[config.mk]
export PLATFORM = sky130hd
export DESIGN_NAME = interrupt_ack_sequencer
export DESIGN_NICKNAME = d
export VERILOG_FILES = /design/src/rtl/pic_pkg.sv /design/src/rtl/inta_edge_detect.sv /design/src/rtl/interrupt_ack_sequencer.sv
export SDC_FILE = /design/constraint.sdc
export NUM_CORES = 1
export LEC_CHECK = 0
export ABC_AREA = 1
export BUFFER_PORTS_ARGS = -buffer_cell sky130_fd_sc_hd__buf_2
export CAP_MARGIN = 20
export CORE_MARGIN = 2
export CORE_UTILIZATION = 40
export DETAILED_ROUTE_END_ITERATION = 10
export PLACE_DENSITY = 0.62
export SLEW_MARGIN = 20
export SYNTH_ARGS = -nofsm -noshare
export SYNTH_HDL_FRONTEND = slang
export SYNTH_HIERARCHICAL = 1
export SYNTH_SLANG_ARGS = --single-unit
[constraint.sdc]
create_clock -name clk -period 1.8 [get_ports clk]
set_input_delay 0.36 -clock clk [delete_from_list [all_inputs] [get_ports clk]]
set_output_delay 0.36 -clock clk [all_outputs]
set_load 0.03 [all_outputs]
[src/rtl/pic_pkg.sv]
// Shared types, constants and helpers for the interrupt acknowledge sequencer.
package pic_pkg;

  typedef enum logic [2:0] {
    IDLE,
    PEND,
    PULSE1,
    PULSE2,
    PULSE3
  } ack_state_t;

  localparam logic [7:0] CALL_OPCODE    = 8'hCD;
  localparam logic [7:0] SPURIOUS_LEVEL = 8'h80;

  function automatic logic [2:0] onehot_to_index(input logic [7:0] onehot);
    logic [2:0] idx;
    idx = '0;
    for (int unsigned i = 0; i < 8; i++) begin
      if (onehot[i]) idx = i[2:0];
    end
    return idx;
  endfunction

endpackage

[src/rtl/inta_edge_detect.sv]
// Registers the INTA strobe and flags its falling and rising edges.
module inta_edge_detect (
  input  logic clk,
  input  logic rst_n,
  input  logic inta_n,
  output logic fall,
  output logic rise
);

  logic inta_q;

  always_ff @(posedge clk) begin
    if (!rst_n) inta_q <= 1'b1;
    else        inta_q <= inta_n;
  end

  assign fall = inta_q & ~inta_n;
  assign rise = ~inta_q & inta_n;

endmodule

[src/rtl/interrupt_ack_sequencer.sv]
// 8259-style INTA sequencer: requests the CPU, acknowledges the winning level
// and drives the 8086 vector or the 8080 CALL sequence onto the data bus.
module interrupt_ack_sequencer
  import pic_pkg::*;
(
  input  logic        clk,
  input  logic        rst_n,
  input  logic [7:0]  highest_priority_interrupt,
  input  logic        inta_n,
  input  logic        mode_8086,
  input  logic        auto_eoi,
  input  logic [4:0]  vector_base,
  input  logic [10:0] call_address,
  input  logic        interval_4,
  output logic        int_out,
  output logic        acknowledge,
  output logic [7:0]  ack_level,
  output logic [7:0]  end_of_interrupt,
  output logic [7:0]  data_out,
  output logic        data_out_en
);

  logic       fall, rise;
  ack_state_t state, state_d;
  logic [7:0] cap_level, cap_level_d;
  logic       spurious, spurious_d;
  logic       mode_q, mode_d;
  logic       int_out_d, acknowledge_d, data_out_en_d;
  logic [7:0] ack_level_d, eoi_d, data_out_d;
  logic [2:0] idx;

  inta_edge_detect u_inta_edge_detect (
    .clk    (clk),
    .rst_n  (rst_n),
    .inta_n (inta_n),
    .fall   (fall),
    .rise   (rise)
  );

  assign idx = onehot_to_index(cap_level);

  always_comb begin
    state_d       = state;
    cap_level_d   = cap_level;
    spurious_d    = spurious;
    mode_d        = mode_q;
    int_out_d     = int_out;
    acknowledge_d = 1'b0;
    ack_level_d   = '0;
    eoi_d         = '0;
    data_out_d    = data_out;
    data_out_en_d = data_out_en;
    case (state)
      IDLE: begin
        int_out_d = 1'b0;
        if (highest_priority_interrupt != '0) begin
          state_d   = PEND;
          int_out_d = 1'b1;
        end
      end
      PEND: begin
        if (fall) begin
          state_d   = PULSE1;
          int_out_d = 1'b0;
          // mode is frozen here so a mid-cycle change cannot alter the pulse count
          mode_d    = mode_8086;
          if (highest_priority_interrupt == '0) begin
            cap_level_d = SPURIOUS_LEVEL;
            spurious_d  = 1'b1;
          end else begin
            cap_level_d   = highest_priority_interrupt;
            spurious_d    = 1'b0;
            acknowledge_d = 1'b1;
            ack_level_d   = highest_priority_interrupt;
          end
          if (!mode_8086) begin
            data_out_d    = CALL_OPCODE;
            data_out_en_d = 1'b1;
          end
        end
      end
      PULSE1: begin
        if (rise) begin
          state_d       = PULSE2;
          data_out_en_d = 1'b0;
        end
      end
      PULSE2: begin
        if (fall) begin
          data_out_en_d = 1'b1;
          if (mode_q)          data_out_d = {vector_base, idx};
          else if (interval_4) data_out_d = {call_address[2:0], idx, 2'b00};
          else                 data_out_d = {call_address[2:1], idx, 3'b000};
        end else if (rise) begin
          data_out_en_d = 1'b0;
          if (mode_q) begin
            state_d = IDLE;
            if (auto_eoi && !spurious) eoi_d = cap_level;
          end else begin
            state_d = PULSE3;
          end
        end
      end
      PULSE3: begin
        if (fall) begin
          data_out_en_d = 1'b1;
          data_out_d    = call_address[10:3];
        end else if (rise) begin
          data_out_en_d = 1'b0;
          state_d       = IDLE;
          if (auto_eoi && !spurious) eoi_d = cap_level;
        end
      end
      default: state_d = IDLE;
    endcase
  end

  always_ff @(posedge clk) begin
    if (!rst_n) begin
      state            <= IDLE;
      cap_level        <= '0;
      spurious         <= 1'b0;
      mode_q           <= 1'b0;
      int_out          <= 1'b0;
      acknowledge      <= 1'b0;
      ack_level        <= '0;
      end_of_interrupt <= '0;
      data_out         <= '0;
      data_out_en      <= 1'b0;
    end else begin
      state            <= state_d;
      cap_level        <= cap_level_d;
      spurious         <= spurious_d;
      mode_q           <= mode_d;
      int_out          <= int_out_d;
      acknowledge      <= acknowledge_d;
      ack_level        <= ack_level_d;
      end_of_interrupt <= eoi_d;
      data_out         <= data_out_d;
      data_out_en      <= data_out_en_d;
    end
  end

endmodule

* Yosys cells after proc, flatten, opt, wreduce, memory -nomap -nowiden
Index checks and enable logic that the tools add are counted.
Widths: inputs -> output; s select.
** Storage, ports and cells
- Flip-flop bits (word level) :: 41
- Bits of input ports :: 30
- Output and inout port bits :: 27
- Logic and storage cells :: 89
** Operators by class
- Equality and inequality tests :: 14
- Muxes and demuxes :: 41
- Bitwise logic cells :: 7
- Reduce and logical (&&, ||, !) cells :: 16
** Operators by type and width (count)
- $mux 8 :: 12
- $mux 3 :: 14
- $pmux 8 s3 :: 1
- $ne 2x2->1 const B :: 10
- $pmux 8 s2 :: 1
- $pmux 3 s5 :: 1
- $mux 1 :: 9
- $logic_not 8->1 :: 1
- $reduce_bool 8->1 :: 1
- $reduce_and 7->1 :: 1
- $eq 3x2->1 const B :: 2
- $mux 6 :: 1
- $reduce_and 3->1 :: 2
- $reduce_bool 3->1 :: 2
- $not 1->1 :: 5
- $reduce_and 5->1 :: 1
- $reduce_and 2->1 :: 2
- $reduce_or 4->1 :: 1
- $eq 3x1->1 const B :: 1
- $eq 3x3->1 const B :: 1
- $logic_not 3->1 :: 1
- $pmux 1 s3 :: 1
- $and 1x1->1 :: 2
- $pmux 1 s2 :: 1
- other kinds (4) :: 4

* Depth between registers and ports, before layout
- Depth after elaboration :: 11
- Mapped depth :: 11
- Depth with buffers taken out :: 11

* By module
Netlist, hierarchy kept.
** By module, submodules not included
- interrupt_ack_sequencer :: times used 1, cells an instance 234, area each 1757.9 µm², seq. area each 800.8 µm²
- inta_edge_detect :: times used 1, cells an instance 6, area each 38.8 µm², seq. area each 20.0 µm²

* Least setup slack after synthesis
OpenSTA, ideal clock, no wires.
- Path kind :: input to register
- Start point :: input inta_n
- End point :: register data_out[4]
- Library setup time :: 0.110 ns
- Data arrival time :: 1.253 ns
- Required time :: 1.690 ns
- Setup slack :: 0.437 ns
- Stages on the path :: 8
- Buffers on the path :: 0
- Path through :: nor2_1 -> inv_2 -> o21ai_1 -> o21ai_4 -> inv_2 -> nand2_1 -> nor2_2 -> nor2_2
** On the way
- Word-level cells in the longest chain between the ends :: 4
- Elaborated cells on any way between the ends :: 6
- Those cells by class :: 3 x eq/ne; 2 x bitwise; 1 x reduce/logical
** RTL lines
- start: declaration :: line interrupt_ack_sequencer.sv:9 : input logic inta_n,
- $not 1->1 * :: line inta_edge_detect.sv:17 : assign fall = inta_q & ~inta_n;
- $and 1x1->1 * :: line inta_edge_detect.sv:17
- $ne 2x2->1 (no source line)
- $reduce_and 5->1 (no source line) *
- end signal: assignment :: line interrupt_ack_sequencer.sv:139 : data_out <= data_out_d;
- end: declaration :: line interrupt_ack_sequencer.sv:19 : output logic [7:0] data_out,
Mark *: on every way between the ends. The rest lies on a longest branch, timed or not.
A chain may end at the register's enable or synchronous reset.

* Worst setup path after layout
- Start point :: register state[1]
- End point :: register ack_level[1]
** On the way
- Word-level cells in the longest chain between the ends :: 3
** RTL lines
- start: declaration :: line interrupt_ack_sequencer.sv:24 : ack_state_t state, state_d;
- start signal: assignment :: line interrupt_ack_sequencer.sv:131 : state <= state_d;
- $eq 3x1->1 :: line interrupt_ack_sequencer.sv:53 : case (state)
- $not 1->1 (no source line)
- $reduce_or 4->1 (no source line)
- end signal: assignment :: line interrupt_ack_sequencer.sv:137 : ack_level <= ack_level_d;
- end: declaration :: line interrupt_ack_sequencer.sv:17 : output logic [7:0] ack_level,
No other way between the ends.

==> metrics.txt <==
# TYPE chip_impl_metric gauge
chip_impl_info{name="cts_root_buffer",value="sky130_fd_sc_hd__clkbuf_8"} 1
chip_impl_metric{name="post-route-drc-count",unit=""} 0
chip_impl_info{name="synth.top_cells.by_area",value="sky130_fd_sc_hd__dfxtp_1 46%, sky130_fd_sc_hd__nand2_1 11%, sky130_fd_sc_hd__inv_1 5.4%"} 1
chip_impl_metric{name="grt_antenna_before_repair",unit=""} 0
chip_impl_metric{name="starting_density_of_the_core",unit="%"} 41.3
chip_impl_metric{name="post_drt_via_cell_ratio",unit=""} 4.83
chip_impl_info{name="outcome",value="complete, no violations"} 1
chip_impl_metric{name="period_needed",unit="ns"} 1.52
chip_impl_metric{name="syn_to_final_growth",unit="%"} 25.6
chip_impl_metric{name="netlist-cell-type-count",unit=""} 29
chip_impl_metric{name="diodes",unit=""} 0
chip_impl_metric{name="multiInputGateArea",unit="µm²"} 812
chip_impl_info{name="min_delay_worst_endpoint",value="u_inta_edge_detect/inta_q"} 1
chip_impl_metric{name="cts.path.max_buffers",unit=""} 2
chip_impl_metric{name="fin_nets",unit=""} 332
chip_impl_metric{name="setup_violations",unit=""} 0
chip_impl_metric{name="hold_violations",unit=""} 0
chip_impl_info{name="hold_path_startpoint",value="inta_n"} 1
chip_impl_info{name="worstReg2RegEnd",value="ack_level[1]"} 1
chip_impl_metric{name="routed_length_on_met3",unit="µm"} 261
chip_impl_metric{name="floorplan.die_area",unit="µm²"} 5040
chip_impl_info{name="top_signal_layer_used",value="met4"} 1
chip_impl_metric{name="cts-buffers-inserted",unit=""} 5
chip_impl_metric{name="drt-initial-drc-count",unit=""} 104
chip_impl_metric{name="post_cts_hold_buffer_count",unit=""} 0
chip_impl_info{name="cp-start-kind",value="flip-flop"} 1
chip_impl_metric{name="cts.sink_count",unit=""} 41
chip_impl_metric{name="post-synth-top-area-fraction",unit="%"} 45.7
chip_impl_metric{name="fp.coreArea",unit="µm²"} 4350
chip_impl_metric{name="clock_skew",unit="ns"} 0.00620
chip_impl_info{name="synth_top_area_cell",value="sky130_fd_sc_hd__dfxtp_1"} 1
chip_impl_metric{name="max_slew.worst_pin.slew",unit="ns"} 0.381
chip_impl_metric{name="ctsResizeCount",unit=""} 0
chip_impl_metric{name="crit_required",unit="ns"} 2.00
chip_impl_info{name="cts_tree",value="yes"} 1
chip_impl_metric{name="worst_hold_path.num_cells",unit=""} 3
chip_impl_metric{name="static_leakage",unit="nW"} 1.13
chip_impl_metric{name="synth_cells",unit=""} 240
chip_impl_metric{name="fraction_of_final_layout_cells_sized_beyond_drive_strength_1",unit="%"} 32.7
chip_impl_metric{name="slew_headroom",unit="%"} 74.5
chip_impl_metric{name="clk-insertion-delay-late",unit="ns"} 0.30
chip_impl_metric{name="wl_met1",unit="µm"} 2040
chip_impl_metric{name="gr-usage-all-layers",unit="%"} 18.0
chip_impl_metric{name="power",unit="mW"} 3.30
chip_impl_metric{name="die_width",unit="µm"} 71.0
chip_impl_metric{name="final_max_slew_viol_count",unit=""} 0
chip_impl_metric{name="cp.arrival",unit="ns"} 1.72
chip_impl_metric{name="hpwlAfterDp",unit="µm"} 3180
chip_impl_metric{name="cts-htree-levels",unit=""} 2
chip_impl_metric{name="clkTransAtPathRegs",unit="ns"} 0.08
chip_impl_metric{name="synth_nets",unit=""} 270
chip_impl_metric{name="route.final.wire_length",unit="µm"} 4230
chip_impl_metric{name="wl_per_cell",unit="µm"} 11.9
chip_impl_metric{name="routed-wl-met2",unit="µm"} 1830
chip_impl_metric{name="maxCapViolations",unit=""} 0
chip_impl_metric{name="yosys_warning_count",unit=""} 6
chip_impl_info{name="grt_setup_unrepaired",value="false"} 1
chip_impl_metric{name="final.fill_count",unit=""} 430
chip_impl_metric{name="numPortBuffers",unit=""} 56
chip_impl_metric{name="grt_overflow_total",unit=""} 0
chip_impl_metric{name="postRouteAntennaNets",unit=""} 0
chip_impl_info{name="reg2reg_from",value="state[1]"} 1
chip_impl_metric{name="r2r_cells",unit=""} 9
chip_impl_metric{name="seq_area_frac_synth",unit="%"} 45.7
chip_impl_metric{name="worst_ir_drop_vdd",unit="V"} 0.000768
chip_impl_metric{name="setup_tns",unit="ns"} 0
chip_impl_metric{name="flip_flop_and_latch_count_after_synthesis",unit=""} 41
chip_impl_metric{name="floorplan.rows",unit=""} 24
chip_impl_metric{name="dr_total_vias",unit=""} 1714
chip_impl_metric{name="max_clock_freq",unit="MHz"} 658
chip_impl_metric{name="grt_pass1_vias",unit=""} 1586
chip_impl_metric{name="top_level_ports",unit=""} 57
chip_impl_metric{name="grt_first_pass_wirelength",unit="µm"} 7170
chip_impl_metric{name="crit_share_post_route",unit="%"} 84.4
chip_impl_info{name="critical_path_endpoint_category",value="flip-flop"} 1
chip_impl_metric{name="r2r_slack",unit="ns"} 0.28
chip_impl_metric{name="chipHeight",unit="µm"} 71.0
chip_impl_metric{name="path_max_fanout",unit=""} 14
chip_impl_metric{name="postCtsSetupBuffers",unit=""} 0
chip_impl_metric{name="drt_pre_antenna_iters",unit=""} 4
chip_impl_info{name="timing.setup.critical_path_class",value="reg -> reg"} 1
chip_impl_metric{name="seq_area",unit="µm²"} 821
chip_impl_metric{name="grt_start_max_net_pins",unit=""} 15
chip_impl_metric{name="syn-mean-instance-area",unit="µm²"} 7.49
chip_impl_metric{name="finalWeightedCongestion",unit=""} 0.956
chip_impl_metric{name="power_density",unit="nW/µm²"} 1460
chip_impl_info{name="worst_hold_path_type",value="in -> reg"} 1
chip_impl_metric{name="post_synth_instance_area",unit="µm²"} 1800
## sequential cells by signal, summed over array words and instances (netlist names)
signal and cells:
acknowledge 1, spurious 1, state 3, ack_level 8, data_out 8, data_out_en 1
int_out 1, mode_q 1, cap_level 8, u_inta_edge_detect/inta_q 1, end_of_interrupt 8
## per-layer routing
metal	up-vias	track usage [%]
li1	888	-
met1	768	24.3
met2	49	26.9
met3	9	4.13
met4	0	9.22
met5	-	0
## layout by cell type (no fill, tap or decap)
master / n
sky130_fd_sc_hd__buf_2: 56
sky130_fd_sc_hd__nand2_1: 51
sky130_fd_sc_hd__dfxtp_1: 41
sky130_fd_sc_hd__inv_1: 26
sky130_fd_sc_hd__nor2_1: 26
sky130_fd_sc_hd__a21oi_1: 19
sky130_fd_sc_hd__o21ai_0: 12
sky130_fd_sc_hd__inv_2: 11
sky130_fd_sc_hd__nor3_1: 8
sky130_fd_sc_hd__nor2_2: 7
sky130_fd_sc_hd__clkbuf_8: 6
sky130_fd_sc_hd__nand4_1: 4
sky130_fd_sc_hd__nand3_1: 4
sky130_fd_sc_hd__o22ai_1: 4
sky130_fd_sc_hd__nor2_4: 3
sky130_fd_sc_hd__nand2_2: 3
sky130_fd_sc_hd__nand2_4: 2
sky130_fd_sc_hd__o21ai_2: 2
sky130_fd_sc_hd__a211oi_1: 2
sky130_fd_sc_hd__o21ai_1: 2
sky130_fd_sc_hd__o21bai_1: 2
sky130_fd_sc_hd__and3_1: 2
sky130_fd_sc_hd__buf_4: 2
sky130_fd_sc_hd__nand3_4: 1
sky130_fd_sc_hd__clkinv_2: 1
sky130_fd_sc_hd__a21oi_4: 1
sky130_fd_sc_hd__nand3_2: 1
sky130_fd_sc_hd__o21ai_4: 1
sky130_fd_sc_hd__a22o_1: 1
sky130_fd_sc_hd__clkinvlp_4: 1
sky130_fd_sc_hd__bufinv_16: 1
## cell type report
| class | count | share of cell area, % |
|---|---|---|
| clock inverter | 2 | 1.66 |
| tap | 52 | 2.88 |
| multi-input combinational | 158 | 36.0 |
| clock buffer | 6 | 3.66 |
| inverter | 38 | 6.37 |
| sequential | 41 | 36.4 |
| timing repair buffer | 58 | 13.1 |
## worst max-delay path: stages (launching register included)
cell	delay, ns
sky130_fd_sc_hd__dfxtp_1	0.45
sky130_fd_sc_hd__inv_2	0.10
sky130_fd_sc_hd__nand2_2	0.10
sky130_fd_sc_hd__inv_2	0.06
sky130_fd_sc_hd__nand2_2	0.20
sky130_fd_sc_hd__clkinv_2	0.16
sky130_fd_sc_hd__nand2_4	0.15
sky130_fd_sc_hd__nor2_4	0.04
sky130_fd_sc_hd__inv_2	0.10
sky130_fd_sc_hd__nor2_2	0.04
## how the worst max path moves through the flow
stage                         startpoint      endpoint  slack [ns]  cells past startpoint
3_5_place_dp                      inta_n   data_out[4]        0.19                      9
2_1_floorplan                     inta_n   data_out[4]        0.44                      8
6_report                        state[1]  ack_level[1]        0.28                      9
5_1_grt        u_inta_edge_detect/inta_q   data_out[4]        0.14                      9
4_1_cts                         state[1]  ack_level[1]        0.29                      9
3_3_place_gp                      inta_n   data_out[4]        0.22                      9
## cell usage after synthesis (all sizes together)
library cell and instances:
nor3 8, a22o 1, dfxtp 41, o22ai 4
and3 2, o21ai 17, nor2 36, buf 2
a211oi 2, nand4 4, clkinv 1, nand3 6
o21bai 2, a21oi 20, clkbuf 1, inv 37
nand2 56
## where the power goes
part,internal [mW],switching [mW],total (mW)
Clock,0.451,0.326,0.777
Sequential,1.09,0.108,1.20
Combinational,0.418,0.903,1.32
Total,1.96,1.34,3.30
## cell families after synthesis
| family | Yosys count | synth area share, % |
|---|---|---|
| buffers and inverters | 41 | 9.12 |
| and+or+nand+nor | 112 | 29.7 |
| AOI/OAI and AO/OA | 46 | 15.5 |
| DFF | 41 | 45.7 |
## through the flow
stage | hold WS (ns) | std cells | utilization (%) | setup slack [ns] | cell area [µm²]
finish | 0.257 | 355 | 51.8 | 0.281 | 2260
global route | 0.272 | 355 | 51.8 | 0.144 | 2260
CTS | 0.250 | 355 | 51.8 | 0.287 | 2260
detailed placement | 0.475 | 347 | 49.1 | 0.189 | 2140
global placement | 0.468 | 347 | 49.1 | 0.222 | 2140
floorplan | 0.424 | 240 | - | 0.437 | 1800
Power figures use the tool's default switching activity.
